`config.mk`:
```
export PLATFORM = sky130hd
export DESIGN_NAME = vnu_cell
export DESIGN_NICKNAME = d
export VERILOG_FILES = /design/src/rtl/vnu_cell.sv
export SDC_FILE = /design/constraint.sdc
export NUM_CORES = 1
export LEC_CHECK = 0
export ABC_AREA = 1
export CAP_MARGIN = 20
export CORE_MARGIN = 2
export CORE_UTILIZATION = 52
export DETAILED_ROUTE_END_ITERATION = 10
export GPL_TIMING_DRIVEN = 1
export HOLD_SLACK_MARGIN = 0.1
export PLACE_DENSITY = 0.79
export SLEW_MARGIN = 15
export SYNTH_ARGS = -nofsm -noshare
export SYNTH_HDL_FRONTEND = slang
export SYNTH_SLANG_ARGS = --single-unit
```
`constraint.sdc`:
```
create_clock -name clk -period 3.1 [get_ports clk]
set_input_delay 0.31 -clock clk [delete_from_list [all_inputs] [get_ports clk]]
set_output_delay 0.31 -clock clk [all_outputs]
set_load 0.02 [all_outputs]
```
`src/rtl/vnu_cell.sv`:
```
// LDPC variable-node cell: loads a channel LLR, decodes compressed check-node words,
// forms the posterior and emits extrinsic messages. Define VNU_SAT_EN for saturating lq_out.
module vnu_cell #(
  parameter int D_WID = 8,
  parameter int DV    = 3
) (
  input  logic                    clk,
  input  logic                    reset,
  input  logic signed [D_WID-1:0] ch_llr,
  input  logic                    ch_valid,
  output logic                    ch_ready,
  input  logic [2*D_WID+9:0]      lr_in,
  input  logic [2:0]              lr_pos,
  input  logic                    lr_valid,
  output logic                    lr_ready,
  output logic signed [D_WID-1:0] lq_out,
  output logic                    lq_valid,
  input  logic                    lq_ready,
  output logic                    hard_bit,
  output logic                    hard_valid,
  input  logic                    flush
);

  localparam int PW = D_WID + 3;
  localparam int LW = D_WID + 1;
  localparam logic [2:0] LAST = 3'(DV - 1);
  localparam logic signed [PW-1:0] SAT_MAX = PW'((1 << (D_WID - 1)) - 1);
  localparam logic signed [PW-1:0] SAT_MIN = -SAT_MAX;

  typedef enum logic [2:0] {
    IDLE     = 3'd0,
    INIT_OUT = 3'd1,
    ACC      = 3'd2,
    SUM      = 3'd3,
    OUT      = 3'd4
  } state_t;

  state_t state, state_nxt;

  logic [2:0]              edge_cnt;
  logic signed [PW-1:0]    acc;
  logic signed [PW-1:0]    posterior;
  logic signed [D_WID-1:0] ch_q;
  logic                    hard_q;
  logic signed [LW-1:0]    lr_buf [8];

  logic                    lq_fire;
  logic                    lr_fire;
  logic                    at_last;

  logic [D_WID-1:0]        abs_least;
  logic [D_WID-1:0]        abs_less;
  logic [2:0]              least_loc;
  logic                    sign_xor;
  logic [5:0]              signs;
  logic [D_WID-1:0]        mag;
  logic                    sel_sign;
  logic signed [LW-1:0]    mag_ext;
  logic signed [LW-1:0]    lr_dec;
  logic signed [LW-1:0]    lr_cur;
  logic signed [PW-1:0]    sum_now;
  logic signed [PW-1:0]    diff;
  logic [D_WID-1:0]        lq_red;

  assign ch_ready   = (state == IDLE);
  assign lr_ready   = (state == ACC);
  assign lq_valid   = (state == INIT_OUT) || (state == OUT);
  assign hard_valid = (state == SUM);

  assign lq_fire = lq_valid && lq_ready;
  assign lr_fire = lr_valid && lr_ready;
  assign at_last = (edge_cnt == LAST);

  assign abs_least = lr_in[2*D_WID+9 -: D_WID];
  assign abs_less  = lr_in[D_WID+9 -: D_WID];
  assign least_loc = lr_in[9:7];
  assign sign_xor  = lr_in[6];
  assign signs     = lr_in[5:0];

  // Slots 6 and 7 have no own sign bit and never take the second-least magnitude.
  always_comb begin
    mag      = abs_least;
    sel_sign = 1'b0;
    case (lr_pos)
      3'd0:    sel_sign = signs[5];
      3'd1:    sel_sign = signs[4];
      3'd2:    sel_sign = signs[3];
      3'd3:    sel_sign = signs[2];
      3'd4:    sel_sign = signs[1];
      3'd5:    sel_sign = signs[0];
      default: sel_sign = 1'b0;
    endcase
    if ((lr_pos <= 3'd5) && (lr_pos == least_loc)) begin
      mag = abs_less;
    end
    mag_ext = {1'b0, mag};
    lr_dec  = (sel_sign ^ sign_xor) ? -mag_ext : mag_ext;
  end

  assign lr_cur  = lr_buf[edge_cnt];
  assign sum_now = {{(PW-D_WID){ch_q[D_WID-1]}}, ch_q} + acc;
  assign diff    = posterior - {{(PW-LW){lr_cur[LW-1]}}, lr_cur};

`ifdef VNU_SAT_EN
  always_comb begin
    lq_red = diff[D_WID-1:0];
    if (diff > SAT_MAX) begin
      lq_red = SAT_MAX[D_WID-1:0];
    end else if (diff < SAT_MIN) begin
      lq_red = SAT_MIN[D_WID-1:0];
    end
  end
`else
  assign lq_red = diff[D_WID-1:0];
`endif

  always_comb begin
    lq_out = '0;
    case (state)
      INIT_OUT: lq_out = ch_q;
      OUT:      lq_out = lq_red;
      default:  lq_out = '0;
    endcase
  end

  // The decision is visible combinationally during SUM and held afterwards.
  assign hard_bit = (state == SUM) ? sum_now[PW-1] : hard_q;

  always_ff @(posedge clk) begin
    if (reset) begin
      state <= IDLE;
    end else begin
      state <= state_nxt;
    end
  end

  always_comb begin
    state_nxt = state;
    case (state)
      IDLE:     if (ch_valid) state_nxt = INIT_OUT;
      INIT_OUT: if (lq_fire && at_last) state_nxt = ACC;
      ACC:      if (lr_fire && at_last) state_nxt = SUM;
      SUM:      state_nxt = OUT;
      OUT:      if (lq_fire && at_last) state_nxt = ACC;
      default:  state_nxt = IDLE;
    endcase
    if (flush) begin
      state_nxt = IDLE;
    end
  end

  always_ff @(posedge clk) begin
    if (reset) begin
      edge_cnt  <= '0;
      acc       <= '0;
      posterior <= '0;
      ch_q      <= '0;
      hard_q    <= 1'b0;
      for (int i = 0; i < 8; i++) begin
        lr_buf[i] <= '0;
      end
    end else if (flush) begin
      edge_cnt <= '0;
      acc      <= '0;
    end else begin
      case (state)
        IDLE: begin
          if (ch_valid) begin
            ch_q     <= ch_llr;
            edge_cnt <= '0;
          end
        end
        INIT_OUT, OUT: begin
          if (lq_fire) begin
            edge_cnt <= at_last ? 3'd0 : edge_cnt + 3'd1;
          end
        end
        ACC: begin
          if (lr_fire) begin
            lr_buf[edge_cnt] <= lr_dec;
            acc              <= acc + {{(PW-LW){lr_dec[LW-1]}}, lr_dec};
            edge_cnt         <= at_last ? 3'd0 : edge_cnt + 3'd1;
          end
        end
        SUM: begin
          posterior <= sum_now;
          hard_q    <= sum_now[PW-1];
          acc       <= '0;
          edge_cnt  <= '0;
        end
        default: begin
          edge_cnt <= '0;
        end
      endcase
    end
  end

endmodule
```
==> results_dict.tcl, run 1 <==
set metrics [dict create \
    crit_path_start_kind "flip-flop" \
    cts_max_level 3 \
    instances_no_fill 1043 \
    port_buffers 55 \
    min_path_type "reg2reg" \
    tritoncts "done" \
    antenna_found_initial 0 \
    layout.nets 968 \
    maxCapViolations 0 \
    syn_area_um2 5990 \
    drive_above_1_share 0.218 \
    synthToLayoutAreaGrowth_pct 32.8 \
    avgSynthCellArea_um2 8.01 \
    cts.clk_slew.worst_paths_ps 70 \
    yosysWarnings 0 \
    reg2reg_depth 11 \
    synth_cells 748 \
    synth_fp_nets 821 \
    synth.area.top_cells "edfxtp_1, dfxtp_1, nor2_1" \
    core_um2 11300 \
    synth-edff-count 64 \
    end_kind "output port" \
    final.setup.tns_ps -362 \
    min_period_ps 3290 \
    wl_um 17100 \
    gr-usage-all-layers 0.268 \
    fin_ws_ps -191 \
    cts_root_buf "clkbuf_16" \
    worstPathMaxFanout 5 \
    drc 0 \
    ys_async_sr_fraction 0 \
    grt_start_max_net_pins 21 \
    drt_pre_antenna_iters 6 \
    die_area_um2 12400 \
    crit_required_ps 2790 \
    worst_slew_pin_slew_ps 790 \
    grt_pass1_vias 5644 \
    rsz0062_at_grt "yes" \
    wl_per_cell_um 16.4 \
    synthDistinctLibCells 42 \
    post-place-ws_ps -494 \
    r2r_end "lr_buf[0][6]$_SDFFCE_PN0P_" \
    leakagePower_nw 3.50 \
    violations "negative setup slack" \
    ir_drop_uv 410 \
    clockBufferDepth 2 \
    utilization 0.703 \
    ant_nets 0 \
    fin_worst_skew_ps 8.09 \
    synth_flop_cell "edfxtp_1" \
    relSlewSlack 0.472 \
    diodes 0 \
    via_count 5885 \
    rrSetupSlack_ps 260 \
    placedCellCount 1009 \
    placementRows 39 \
    r2r_start "state[2]$_SDFFE_PP0P_" \
    power.total_mw 3.66 \
    grt_pass1_wl_um 26600 \
    cts_buffers 9 \
    yosys.area.top_type "edfxtp_1" \
    endpoint "lq_out[6]" \
    io_pins 56 \
    maxSlewViolCount 0 \
    die_h_um 111 \
    finalSetupViolCount 2 \
    clock_latency_ps 350 \
    initial_core_util 0.529 \
    status "complete, but fails checks" \
    gp_congestion 0.954 \
    cp.arrival_ps 2980 \
    powerDensity_nw_per_um2 460 \
    dieWidth_um 111 \
    ys_ff_latch 101 \
    cts.sinks 101 \
    finalCritPeriodShare 1.06 \
    grt_remaining_overflow 0 \
    path_class "reg2out" \
    postCtsHoldBufs 0 \
    hpwl_um 12300 \
    ys_seq_area_frac 0.444 \
    drt_iter0_drc 572 \
    fmax_mhz 304 \
    hold_viol_final 0 \
    synth_top_area_frac 0.321 \
    via_per_inst 5.64 \
]
per-stage QoR:
step	hold WS (ps)	area (µm²)
after floorplan	435	5990
after global placement	463	7270
after detailed placement	469	7270
after CTS	479	7710
after global routing	528	7950
final	484	7950
synthesized netlist by cell type, types with 4 or more instances:
library cell,instances
a21oi_1,34
a32o_1,4
clkbuf_1,15
dfxtp_1,37
edfxtp_1,64
ha_1,27
inv_1,85
inv_2,5
nand2_1,111
nand2_2,5
nand3_1,26
nand3_2,4
nand3b_1,6
nand4_1,6
nor2_1,156
nor2_2,4
nor3_1,6
o211ai_1,4
o21ai_0,86
o21bai_1,4
o221ai_1,8
o22ai_1,8
xor2_1,9
sequential cells by signal (all words and copies together) (netlist names), named ones only:
name and count:
posterior 8, edge_cnt 3, ch_q 8, state 3, lr_buf 64, hard_q 1
acc 11
how the worst min path moves through the flow:
stage                                    from                         to  cells past startpoint
floorplan           posterior[0]$_SDFFE_PP0P_  posterior[0]$_SDFFE_PP0P_                      2
global placement    posterior[0]$_SDFFE_PP0P_  posterior[0]$_SDFFE_PP0P_                      2
detailed placement  posterior[0]$_SDFFE_PP0P_  posterior[0]$_SDFFE_PP0P_                      2
CTS                 posterior[0]$_SDFFE_PP0P_  posterior[0]$_SDFFE_PP0P_                      2
global route              acc[8]$_SDFFE_PP0P_        acc[8]$_SDFFE_PP0P_                      2
finish              posterior[0]$_SDFFE_PP0P_  posterior[0]$_SDFFE_PP0P_                      2
critical path, stage by stage, from the launching register on:
cell and delay, ps:
dfxtp_4 390, buf_6 130, o21ai_1 70, o22ai_1 160, nor2_1 50, a31oi_1 180
ha_2 210, inv_2 40, fa_2 360, a21oi_2 160, o21ai_2 70, nand2_1 70
inv_2 40, nor2_2 100, nor2_1 50, nor2_1 80, nand2_1 60, a32o_2 270
buf_6 130
power breakdown:
| group | internal, mW | leakage, nW | switching [mW] |
|---|---|---|---|
| Combinational | 0.403 | 2.39 | 0.539 |
| Clock | 0.708 | 0.153 | 0.503 |
| Sequential | 1.47 | 0.963 | 0.0349 |
placed cells by master, fill, tap and decap left out, types with 11 or more instances in the layout:
master           instances
nand2_1                102
inv_1                   77
nand2_2                 13
nand3_1                 26
o21ai_0                 69
a21oi_1                 29
inv_2                   11
clkdlybuf4s50_1         41
dfxtp_1                 34
ha_1                    21
nor2_1                 152
o21ai_1                 12
edfxtp_1                64
buf_4                   93
kinds of logic after synthesis:
| family | after synthesis | share of synthesized area |
|---|---|---|
| AOI/OAI and AO/OA | 164 | 0.159 |
| xor gates and xnor gates | 13 | 0.0265 |
| adders and majority gates | 30 | 0.0664 |
| buffers and inverters | 109 | 0.0689 |
| DFF | 101 | 0.444 |
| and+or+nand+nor | 331 | 0.235 |
cell type report:
type                            instances  area, µm²
Sequential cell                       101       2670
Multi-Input combinational cell        538       3120
Fill cell                             827       3370
Inverter                               91        349
Timing Repair Buffer                  154       1330
Tap cell                              143        179
Clock inverter                          6       85.1
Clock buffer                           10        229
layer usage:
layer / wire length [µm] / track usage / vias up
li1: - / - / 2809
met1: 6700 / 0.337 / 2768
met2: 8400 / 0.462 / 258
met3: 1340 / 0.0533 / 50
met4: 612 / 0.0979 / 0
met5: 0 / 0 / -
timing repair:
action | CTS | global route
setup buffers | 10 | 7
setup endpoints to repair | 14 | 13
pin swaps | 6 | 27
cloned | 0 | 1
gates resized for setup | 61 | 59
Note: power is estimated with default switching activity, not from simulation.
==> run 2, diff against run 1 <==
- CORE_UTILIZATION: 52 -> 54
- CTS_BUF_LIST: default -> sky130_fd_sc_hd__clkbuf_4
- PLACE_DENSITY: 0.79 -> 0.82
==> run 2 against run 1 <==
  * The run still ends with negative setup slack left
  * Sequential power about the same
  * Clock power fell by 43%
  * Critical path depth rose by 1
  * Die area shrank 3.6%
  * Non-clock buffer count unchanged
  * First-iteration DRC count is 27% lower
  * Clock skew rose by 19 ps
  * Sequential cell count unchanged
  * Via count down 0.44%
  * Critical path type unchanged
  * Highest routed layer unchanged
==> results_dict.tcl, run 2 (synthesis results as in run 1) <==
set metrics [dict create \
    io_pins 56 \
    reg_top3 "lr_buf: 64 flops, acc: 11 flops" \
    port_buffers 55 \
    path_class "reg2out" \
    largest_register_ffs 64 \
    nFillCells 781 \
    gr-usage-met3 0.0640 \
    wl_um 17300 \
    grt_pass1_vias 5694 \
    finalSetupViolCount 5 \
    cts.sinks 101 \
    relSlewSlack 0.479 \
    finalCritPeriodShare 1.15 \
    placementRows 38 \
    cts_root_buf "clkbuf_4" \
    cts_buffers 9 \
    violations "negative setup slack" \
    busiest_layer "met2" \
    maxCapViolations 0 \
    cp.arrival_ps 3250 \
    grt_pass1_wl_um 27000 \
    synthToLayoutAreaGrowth_pct 30.4 \
    via_per_inst 5.63 \
    fin_worst_skew_ps 27.0 \
    use_met1 0.360 \
    gp_congestion 0.922 \
    drt_iter0_drc 417 \
    wl_per_cell_um 16.6 \
    final_cell_mix "nor2_1, nand2_1, buf_4" \
    gr-usage-all-layers 0.299 \
    regMostFlops "lr_buf" \
    drive_above_1_share 0.234 \
    status "complete, but fails checks" \
    core_um2 10800 \
    r2r_end "lr_buf[0][6]$_SDFFCE_PN0P_" \
    fin_ws_ps -464 \
    drt_pre_antenna_iters 7 \
    rrSetupSlack_ps 430 \
    cts_max_level 3 \
    via_count 5859 \
    min-delay-start "ch_llr[4]" \
    grt_remaining_overflow 0 \
    min_period_ps 3560 \
    fmax_mhz 281 \
    grt_start_max_net_pins 21 \
    die_area_um2 12000 \
    crit_path_start_kind "flip-flop" \
    diodes 0 \
    die_h_um 109 \
    timing.hold.ws_ps 427 \
    layout.nets 969 \
    postCtsHoldBufs 0 \
    ir_drop_uv 264 \
    mostFrequentLayoutCell "nor2_1" \
    tritoncts "done" \
    worst_slew_pin_slew_ps 778 \
    antenna_found_initial 0 \
    maxSlewViolCount 0 \
    crit_required_ps 2790 \
    hold_viol_final 0 \
    worstPathMaxFanout 5 \
    met2_usage 0.519 \
    leakagePower_nw 3.42 \
    rsz0062_at_grt "yes" \
    r2r_start "state[0]$_SDFFE_PP0P_" \
    end_kind "output port" \
    power.total_mw 3.15 \
    dieWidth_um 109 \
    hpwl_um 12500 \
    drc 0 \
    min_path_type "in2reg" \
    reg2reg_depth 11 \
    clock_latency_ps 500 \
    ant_nets 0 \
    cts.clk_slew.worst_paths_ps 170 \
    min_to "ch_q[4]$_SDFFE_PP0P_" \
    initial_core_util 0.553 \
    clockBufferDepth 2 \
    powerDensity_nw_per_um2 404 \
    worstHoldPathCells 3 \
]
[run 2: final cells by class]
class	count	area, µm²	share of cell area
clock buffers	9	67.6	0.00865
well taps	140	175	0.0224
inverters	91	344	0.0441
flip-flops and latches	101	2670	0.342
repair buffers	154	1310	0.168
multi-input cells	539	3180	0.407
clock inverters	7	66.3	0.00849
[run 2: worst max-delay path by stage]
stage	slack, ps	depth (start not counted)	end	from
2_1_floorplan	50	17	lq_out[7]	flip-flop
3_3_place_gp	-420	23	acc[10]$_SDFFE_PP0P_	lr_pos[0]
3_5_place_dp	-520	23	acc[10]$_SDFFE_PP0P_	lr_pos[0]
4_1_cts	-370	19	lq_out[6]	flip-flop
5_1_grt	-590	19	lq_out[6]	flip-flop
6_report	-460	19	lq_out[6]	flip-flop
[run 2: timing repair]
action	in CTS	in global routing
resized for setup	62	81
pin swaps	3	32
setup buffers	4	11
gates cloned	2	1
setup endpoints to repair	9	15
[run 2: report_power, final]
part | internal [mW] | switching, mW | leakage, nW
Clock | 0.186 | 0.500 | 0.0765
Combinational | 0.410 | 0.547 | 2.38
Sequential | 1.47 | 0.0368 | 0.963
[run 2: layer usage]
layer | wire, µm | up-vias
li1 | - | 2827
met5 | 0 | -
met2 | 8780 | 243
met4 | 538 | 0
met1 | 6850 | 2743
met3 | 1150 | 46
[run 2: critical path, stage by stage (launching register included)]
cell	delay (ps)
dfxtp_4	400
inv_4	60
buf_6	110
nor2_2	30
o22ai_1	150
nor2_1	60
a31oi_1	180
ha_2	210
inv_2	50
fa_2	380
a21oi_2	200
o21ai_2	90
nand2_1	70
inv_2	50
nor2_4	90
nor2_2	50
nor2_1	100
nand2_1	70
a32o_1	260
buf_6	130
[run 2: stage by stage]
stage	cell area (µm²)	util	setup WS [ps]	setup TNS, ps	std cells
global placement	7270	0.670	-421	-2500	1008
detailed placement	7270	0.670	-517	-3900	1008
finish	7810	0.720	-464	-1170	1041
CTS	7480	0.690	-369	-813	1030
global route	7810	0.720	-593	-1910	1041
floorplan	5990	-	48.0	0	748
